$ cat config.mk
export PLATFORM = sky130hd
export DESIGN_NAME = wb_master_if
export DESIGN_NICKNAME = d
export VERILOG_FILES = /design/src/rtl/wb_master_if.sv
export SDC_FILE = /design/constraint.sdc
export NUM_CORES = 1
export LEC_CHECK = 0
export BUFFER_PORTS_ARGS = -buffer_cell sky130_fd_sc_hd__buf_4
export CAP_MARGIN = 25
export CORE_MARGIN = 1
export CORE_UTILIZATION = 41
export DETAILED_ROUTE_END_ITERATION = 16
export PLACE_DENSITY = 0.68
export SYNTH_ARGS = -nofsm -noshare
export SYNTH_HDL_FRONTEND = slang
export SYNTH_SLANG_ARGS = --single-unit
$ cat constraint.sdc
create_clock -name clk -period 4.1 [get_ports clk]
set_clock_uncertainty 0.15 [all_clocks]
set_input_delay 0.82 -clock clk [delete_from_list [all_inputs] [get_ports clk]]
set_output_delay 0.82 -clock clk [all_outputs]
set_load 0.02 [all_outputs]
$ cat src/rtl/wb_master_if.sv
// Wishbone B3 classic-cycle master: turns single-word pipeline requests into
// one outstanding bus cycle, stalling the pipeline until ack, flush or timeout.
`timescale 1ns/1ps
module wb_master_if #(
    parameter int unsigned TIMEOUT_CYCLES = 255
) (
    input  logic        clk,
    input  logic        rst,
    input  logic        cpu_ce_i,
    input  logic        cpu_we_i,
    input  logic [31:0] cpu_addr_i,
    input  logic [3:0]  cpu_sel_i,
    input  logic [31:0] cpu_data_i,
    output logic [31:0] cpu_data_o,
    output logic        stall_req_o,
    input  logic        stall_i,
    input  logic        flush_i,
    output logic        err_o,
    input  logic [31:0] wishbone_data_i,
    input  logic        wishbone_ack_i,
    output logic [31:0] wishbone_addr_o,
    output logic [31:0] wishbone_data_o,
    output logic        wishbone_we_o,
    output logic [3:0]  wishbone_sel_o,
    output logic        wishbone_stb_o,
    output logic        wishbone_cyc_o
);

    typedef enum logic [1:0] {IDLE, BUSY, WAIT_FOR_STALL} state_t;

    localparam logic [7:0] CNT_LAST = 8'(TIMEOUT_CYCLES - 1);

    state_t      state;
    logic [7:0]  cnt;
    logic [31:0] rd_buf;

    logic start, busy, cnt_last, timeout, end_cyc;

    assign start    = cpu_ce_i & ~flush_i;
    assign busy     = (state == BUSY);
    assign cnt_last = (cnt == CNT_LAST);
    assign timeout  = busy & ~wishbone_ack_i & ~flush_i & cnt_last;
    // Any of ack, flush or the last timeout cycle ends the bus cycle.
    assign end_cyc  = busy & (wishbone_ack_i | flush_i | cnt_last);

    always_ff @(posedge clk) begin
        if (rst) begin
            state           <= IDLE;
            cnt             <= '0;
            rd_buf          <= '0;
            err_o           <= 1'b0;
            wishbone_addr_o <= '0;
            wishbone_data_o <= '0;
            wishbone_we_o   <= 1'b0;
            wishbone_sel_o  <= '0;
            wishbone_stb_o  <= 1'b0;
            wishbone_cyc_o  <= 1'b0;
        end else begin
            err_o <= 1'b0;

            // Bus outputs: load on issue, hold through BUSY, zero everywhere else.
            if (state == IDLE && start) begin
                wishbone_addr_o <= cpu_addr_i;
                wishbone_data_o <= cpu_data_i;
                wishbone_we_o   <= cpu_we_i;
                wishbone_sel_o  <= cpu_sel_i;
                wishbone_stb_o  <= 1'b1;
                wishbone_cyc_o  <= 1'b1;
            end else if (!busy || end_cyc) begin
                wishbone_addr_o <= '0;
                wishbone_data_o <= '0;
                wishbone_we_o   <= 1'b0;
                wishbone_sel_o  <= '0;
                wishbone_stb_o  <= 1'b0;
                wishbone_cyc_o  <= 1'b0;
            end

            case (state)
                IDLE: begin
                    if (start) begin
                        cnt   <= '0;
                        state <= BUSY;
                    end
                end
                BUSY: begin
                    if (wishbone_ack_i) begin
                        if (!wishbone_we_o)
                            rd_buf <= wishbone_data_i;
                        state <= stall_i ? WAIT_FOR_STALL : IDLE;
                    end else if (flush_i) begin
                        rd_buf <= '0;
                        state  <= IDLE;
                    end else if (cnt_last) begin
                        rd_buf <= '0;
                        err_o  <= 1'b1;
                        state  <= stall_i ? WAIT_FOR_STALL : IDLE;
                    end else begin
                        cnt <= cnt + 8'd1;
                    end
                end
                WAIT_FOR_STALL: begin
                    if (flush_i) begin
                        rd_buf <= '0;
                        state  <= IDLE;
                    end else if (!stall_i) begin
                        state <= IDLE;
                    end
                end
                default: state <= IDLE;
            endcase
        end
    end

    // Read data is forwarded combinationally in the ack cycle.
    always_comb begin
        stall_req_o = 1'b0;
        cpu_data_o  = '0;
        case (state)
            IDLE: stall_req_o = start;
            BUSY: begin
                stall_req_o = ~(wishbone_ack_i | timeout);
                if (wishbone_ack_i && !wishbone_we_o)
                    cpu_data_o = wishbone_data_i;
            end
            WAIT_FOR_STALL: cpu_data_o = rd_buf;
            default: ;
        endcase
    end

endmodule

==> impl_results.md, run 1 <==
- Status: finished, final reports clean
- Post-DP HPWL: 8841 µm
- Die span in y: 108.8 µm
- Clk root buf: clkbuf_16
- Layout area overhead: 49.22%
- Post-CTS resize count: 0
- Drt via density: approximately 5.2
- Final Hold Viols: 0
- Drt initial violations: 216
- CP Cell Sequence: inv_1 -> ha_1 -> nand2_1 -> nor2_2 -> buf_4 -> a22oi_1 -> nor2b_1 -> buf_4
- Lkg Pwr: 0.003145 µW
- Power density cells: roughly 500 nW/µm²
- Hold buffers post-CTS: 0
- Hold Path Sink: wishbone_addr_o[8]
- Netlist cell types: 39
- Dpl ws: 1120 ps
- Core ar.: 10980 µm²
- Post-Syn Area: 4679 µm²
- H-tree levels: 4
- Vias in the first global route: roughly 4k
- Clk pin slew, worst setup/hold paths: approximately 50 ps
- Async SR Flop Fraction: 0%
- I/O Buffers: 211
- CTS tree: yes
- First drt pass iteration count: 5
- Final worst slack: 819.8 ps
- Critical path class: register to output pin
- Metal2 WL: 6371 µm
- YS warnings: 0
- DR WL met3: 809 µm
- Number of flops mapped to enable cells by yosys: 0
- Hold path start: wishbone_addr_o[8]
- TNS Setup: 0 ps
- Final nets: 770
- CP Data Required Time: about 3100 ps
- WHS Path Cells: 1
- Synth Area per Inst: 10.15 µm²
- Worst slew pin tran: 959.1 ps
- Num CTS Buffers: 17
- Max_cap viols: 0
- Worst Hold Class: register to register
- Later-pin clock latency in the skew report: 420 ps
- Reg2Reg Setup Slack: 1180 ps
- First-pass GRT wire length: 19800 µm
- Worst R2R Path Depth: 6
- Post-route minimum period: between 3000 and 4000 ps
- Mapped Cells: 461
- Slowest CP cell: ha_1
- Placer Congestion: between 0.7 and 0.8
- GRT Residual Overflow: 0
- Peak VDD IR: approximately 0.39 mV
- # clock sinks: 113
- WP data arrival: 2310 ps
- CP max stage delay: 450 ps
- Diodes inserted: 0
- Seq/Total Area, Yosys: 48.34%
- Max Clk Rate: 0.3049 GHz
- Share of cells above drive strength 1: 38.36%
- Drt drc: 0
- Slew Viols, Final: 0
- GR Util All Layers: a little over a fifth
- Io pins: 212
- Pin count of the biggest net entering global routing: 51
- Die W: roughly 110 µm
- #FFs+latches synth: approximately 110
- Antenna viol nets, final: 0
- DR top layer: met4
- Via count: 4246
- Synth Net Count: 574
- DRT Wirelength: 13010 µm
- Die area: 11850 µm²
- CP max FO: 32
- Initial antenna violation count: 0
- Period utilization: between 80% and 90%
- Slew headroom: between 30% and 40%
- Initial core utilization: 42.61%
- Final hold slack: 324.7 ps
- M1 WL: 5549 µm
- Most used cell, CP: buf_4
- Reg2reg end: rd_buf[13]
- CP endpoint kind: output pin
- Crit start category: register
- Post CTS Setup Buffer Count: 0
- Post-layout util: 63.58%
- DR WL/cell: 16.06 µm
- Ys flop type: dfxtp_1
- Final Setup Violations: 0
- Row cnt: 38
- RSZ-0062 raised after global routing: no
- Deepest clock path buffer count: 2
- Worst r2r src: state[1]
## logic make-up after synthesis
| logic type | share of synthesized area (%) |
|---|---|
| AO/OA/AOI/OAI | 22.25 |
| adder cells (fa/ha/maj) | 1.604 |
| buffers and inverters | 4.759 |
| multiplexers | 6.845 |
| flip-flops | 48.34 |
| AND/OR/NAND/NOR | 16.20 |
## how the worst max path moves through the flow
stage                   startpoint        endpoint  slack (ps)  depth (start not counted)
floorplan           wishbone_ack_i  cpu_data_o[11]        1360                          5
global placement    wishbone_ack_i      rd_buf[12]        1200                          5
detailed placement  wishbone_ack_i      rd_buf[13]        1120                          5
CTS                       state[1]   cpu_data_o[6]         800                          8
global route              state[1]  cpu_data_o[21]         590                          8
finish                    state[1]   cpu_data_o[6]         820                          8
## synth_stat cells, types with 2 or more instances
| library cell | n | area share (%) |
|---|---|---|
| o21ai_0 | 6 | 0.64 |
| clkbuf_1 | 26 | 2.1 |
| ha_1 | 6 | 1.6 |
| mux2i_1 | 32 | 6.8 |
| nor2b_1 | 34 | 4.5 |
| a41oi_1 | 2 | 0.37 |
| a22o_1 | 70 | 13 |
| nand3_1 | 7 | 0.75 |
| buf_4 | 2 | 0.32 |
| nand2b_1 | 37 | 4.9 |
| a21oi_1 | 4 | 0.43 |
| and3_1 | 2 | 0.27 |
| nor2_1 | 7 | 0.56 |
| dfxtp_1 | 113 | 48 |
| and4_1 | 2 | 0.37 |
| buf_2 | 7 | 0.75 |
| buf_6 | 5 | 1.2 |
| a22oi_1 | 32 | 5.1 |
| a311oi_1 | 3 | 0.56 |
| nand2_1 | 39 | 3.1 |
| nor3_1 | 2 | 0.21 |
| inv_1 | 5 | 0.40 |
| o31ai_1 | 2 | 0.32 |
## report_power, final
group | total [µW] | switching, µW | internal, µW
clock | 1660 | 503 | 1160
combinational | 626 | 328 | 298
sequential | 1210 | 39.7 | 1170
## registers in the layout (all words and copies together) (netlist names)
| name | cells |
|---|---|
| err_o | 1 |
| wishbone_cyc_o | 1 |
| cnt | 8 |
| wishbone_we_o | 1 |
| wishbone_data_o | 32 |
| state | 2 |
| rd_buf | 32 |
| wishbone_addr_o | 32 |
| wishbone_sel_o | 4 |
## worst max-delay path, delay by kind of cell (launching register included)
family	cells	cell delay, ps
AO/OA/AOI/OAI	1	130
adder cells (fa/ha/maj)	1	450
buffers and inverters	3	610
flip-flops	1	310
AND/OR/NAND/NOR	3	390
## cell type report
class                   instances  area [µm²]
multi-input cells             303        2212
repair buffers                217        1642
well taps                     140       175.2
inverters                       5       18.77
flip-flops and latches        113        2262
fillers                       904        4000
clock inverters                 9       175.2
clock buffers                  23       498.0
## metal layers
layer	track usage (%)	vias up
met5	0	-
met4	9.846	0
met3	7.173	25
met2	35.17	152
met1	26.53	2007
li1	-	2062
## per-stage QoR
step / total power [µW] / instances / instance area, µm²
after CTS: 3526 / 810 / 6983
final: 3495 / 810 / 6983
after detailed placement: 1862 / 778 / 6310
after floorplan: 1640 / 461 / 4679
after global placement: 1849 / 778 / 6310
after global routing: 3637 / 810 / 6983
## cells in the final DEF (no fill, tap or decap), types with 2 or more instances in the layout
cell type   instances
clkinv_2            2
inv_1               5
o31ai_1             2
nand2_1            39
a22oi_1            32
and4_1              2
clkbuf_8            5
buf_4             216
clkinvlp_4          2
clkbuf_16          17
dfxtp_1           113
o21ai_0             6
nor2b_1            34
nand2b_1           37
nor2_1              5
a22o_1             70
ha_1                6
mux2i_1            32
nor3_1              2
a311oi_1            3
and3_1              2
nand3_1             7
bufinv_16           5
a21oi_1             4
a41oi_1             2
No activity file was read; power rests on OpenSTA's default activity.
==> run 2, diff against run 1 <==
==> constraint.sdc (replaced) <==
create_clock -name clk -period 3.4 [get_ports clk]
set_clock_uncertainty 0.15 [all_clocks]
set_input_delay 0.68 -clock clk [delete_from_list [all_inputs] [get_ports clk]]
set_output_delay 0.68 -clock clk [all_outputs]
set_load 0.02 [all_outputs]
==> impl_results.md, run 2 (same netlist as run 1, synthesis figures left out) <==
- CP max stage delay: around 450 ps
- Die W: 108.8 µm
- Pin count of the biggest net entering global routing: 64
- Worst r2r src: state[1]
- Gr busiest metal: met2
- Post-DP HPWL: 9021 µm
- GR Util All Layers: 22.01%
- H-tree levels: 4
- Lkg Pwr: 0.003156 µW
- Biggest regs: rd_buf: 32 flops, wishbone_addr_o: 32 flops, wishbone_data_o: 32 flops
- Slowest CP cell: ha_1
- GR Layer Usage met1: 26.80%
- Most used cell, CP: buf_4
- Drt drc: 0
- Num CTS Buffers: 17
- Post-CTS resize count: 0
- Layout area overhead: 49.73%
- Post CTS Setup Buffer Count: 0
- Diodes inserted: 0
- Antenna viol nets, final: 0
- Hold path start: cpu_addr_i[16]
- Max Clk Rate: about 0.32 GHz
- Buffers & Inverters on Critical Path: 3
- Global routing usage on met3: roughly 7%
- Later-pin clock latency in the skew report: 410 ps
- Status: finished, final reports clean
- Final hold slack: roughly 330 ps
- Worst path top cell family by delay: buffers and inverters
- Most common cell after layout, fill and taps aside: buf_4
- I/O Buffers: 211
- Row cnt: 38
- Post-layout util: a little under two thirds
- Most frequent cells in the layout: 215 x buf_4, 113 x dfxtp_1, 70 x a22o_1, 39 x nand2_1, 37 x nand2b_1
- TNS Setup: 0 ps
- Period utilization: 91.39%
- Drt via density: 5.238
- Worst Hold Class: input port to register
- Peak VDD IR: about 0.41 mV
- Post-route minimum period: 3107 ps
- Slew headroom: a little under three fifths
- Die span in y: about 110 µm
- Die area: about 12000 µm²
- Clk root buf: clkbuf_16
- DR WL/cell: 16.14 µm
- Critical path class: register to output pin
- CP Data Required Time: 2570 ps
- Final Hold Viols: 0
- Hold buffers post-CTS: 0
- Io pins: 212
- Multi-input gate area: 2212 µm²
- Worst slew pin tran: 647.7 ps
- CP max FO: 32
- Share of cells above drive strength 1: 38.30%
- WP data arrival: ~2300 ps
- GRT Residual Overflow: 0
- Final Setup Violations: 0
- Via count: 4248
- Core ar.: about 11000 µm²
- DRT Wirelength: 13090 µm
- Initial antenna violation count: 0
- Clk pin slew, worst setup/hold paths: 50 ps
- M2 GR Usage: 34.76%
- Slew Viols, Final: 0
- Final nets: 771
- Placer Congestion: 0.7502
- Fillers: between 900 and 1k
- Crit start category: register
- First-pass GRT wire length: 20000 µm
- Max_cap viols: 0
- RSZ-0062 raised after global routing: no
- Sequential cell area: 2262 µm²
- First drt pass iteration count: 4
- Crit path from: state[1]
- Power density cells: 599.3 nW/µm²
- Drt initial violations: 224
- Deepest clock path buffer count: 2
- CP endpoint kind: output pin
- CTS tree: yes
- Initial core utilization: 42.61%
- Vias in the first global route: 3974
- CP Cell Sequence: inv_1 -> ha_1 -> nand2_1 -> nor2_2 -> buf_4 -> a22oi_1 -> nor2b_1 -> buf_4
- # clock sinks: approximately 110
run 2: changes by cell type in the layout (fill, tap and decap cells not counted), sizes merged:
cell      previous run  this run
clkinvlp             2         1
buf                217       218
clkinv               2         3
run 2: worst reg2reg max path: stages, from the launching register on:
cell	delay, ps
dfxtp_1	320
inv_1	110
ha_1	450
or3b_4	470
a21oi_2	210
or3_2	470
buf_12	260
mux2i_1	200
run 2: area by class of cell:
type,instances,area share [%]
sequential,113,32.29
inverter,5,0.2679
tap,140,2.500
multi-input combinational,303,31.57
clock inverter,9,2.518
timing repair buffer,218,23.89
clock buffer,23,6.964
run 2: worst paths after layout:
path / end / slack, ps / cells after the start
worst max-delay path: cpu_data_o[22] / 290 / 8
worst min-delay path: wishbone_addr_o[16] / 330 / 2
worst max register to register: rd_buf[24] / 690 / 7
worst min register to register: wishbone_data_o[21] / 330 / 1
run 2: per-stage QoR:
step / cells / power [µW] / area, µm² / worst slack [ps]
final: 811 / 4199 / 7007 / 292.6
after global routing: 811 / 4376 / 7007 / 71.60
after CTS: 811 / 4242 / 7007 / 297.1
after detailed placement: 779 / 2260 / 6342 / 708.1
after global placement: 779 / 2246 / 6342 / 759.9
after floorplan: 461 / 1978 / 4679 / 941.3
run 2: layer usage:
| metal | up-vias | part of all wire [%] |
|---|---|---|
| met2 | 162 | 48 |
| met5 | - | 0 |
| met1 | 1990 | 43 |
| met4 | 0 | 2.6 |
| li1 | 2073 | - |
| met3 | 23 | 6.2 |
run 2: power breakdown:
part	internal (µW)	total, µW	switching (µW)
Combinational	372	772	400
Sequential	1410	1460	48.8
Clock	1380	1970	591
Total	3160	4200	1040
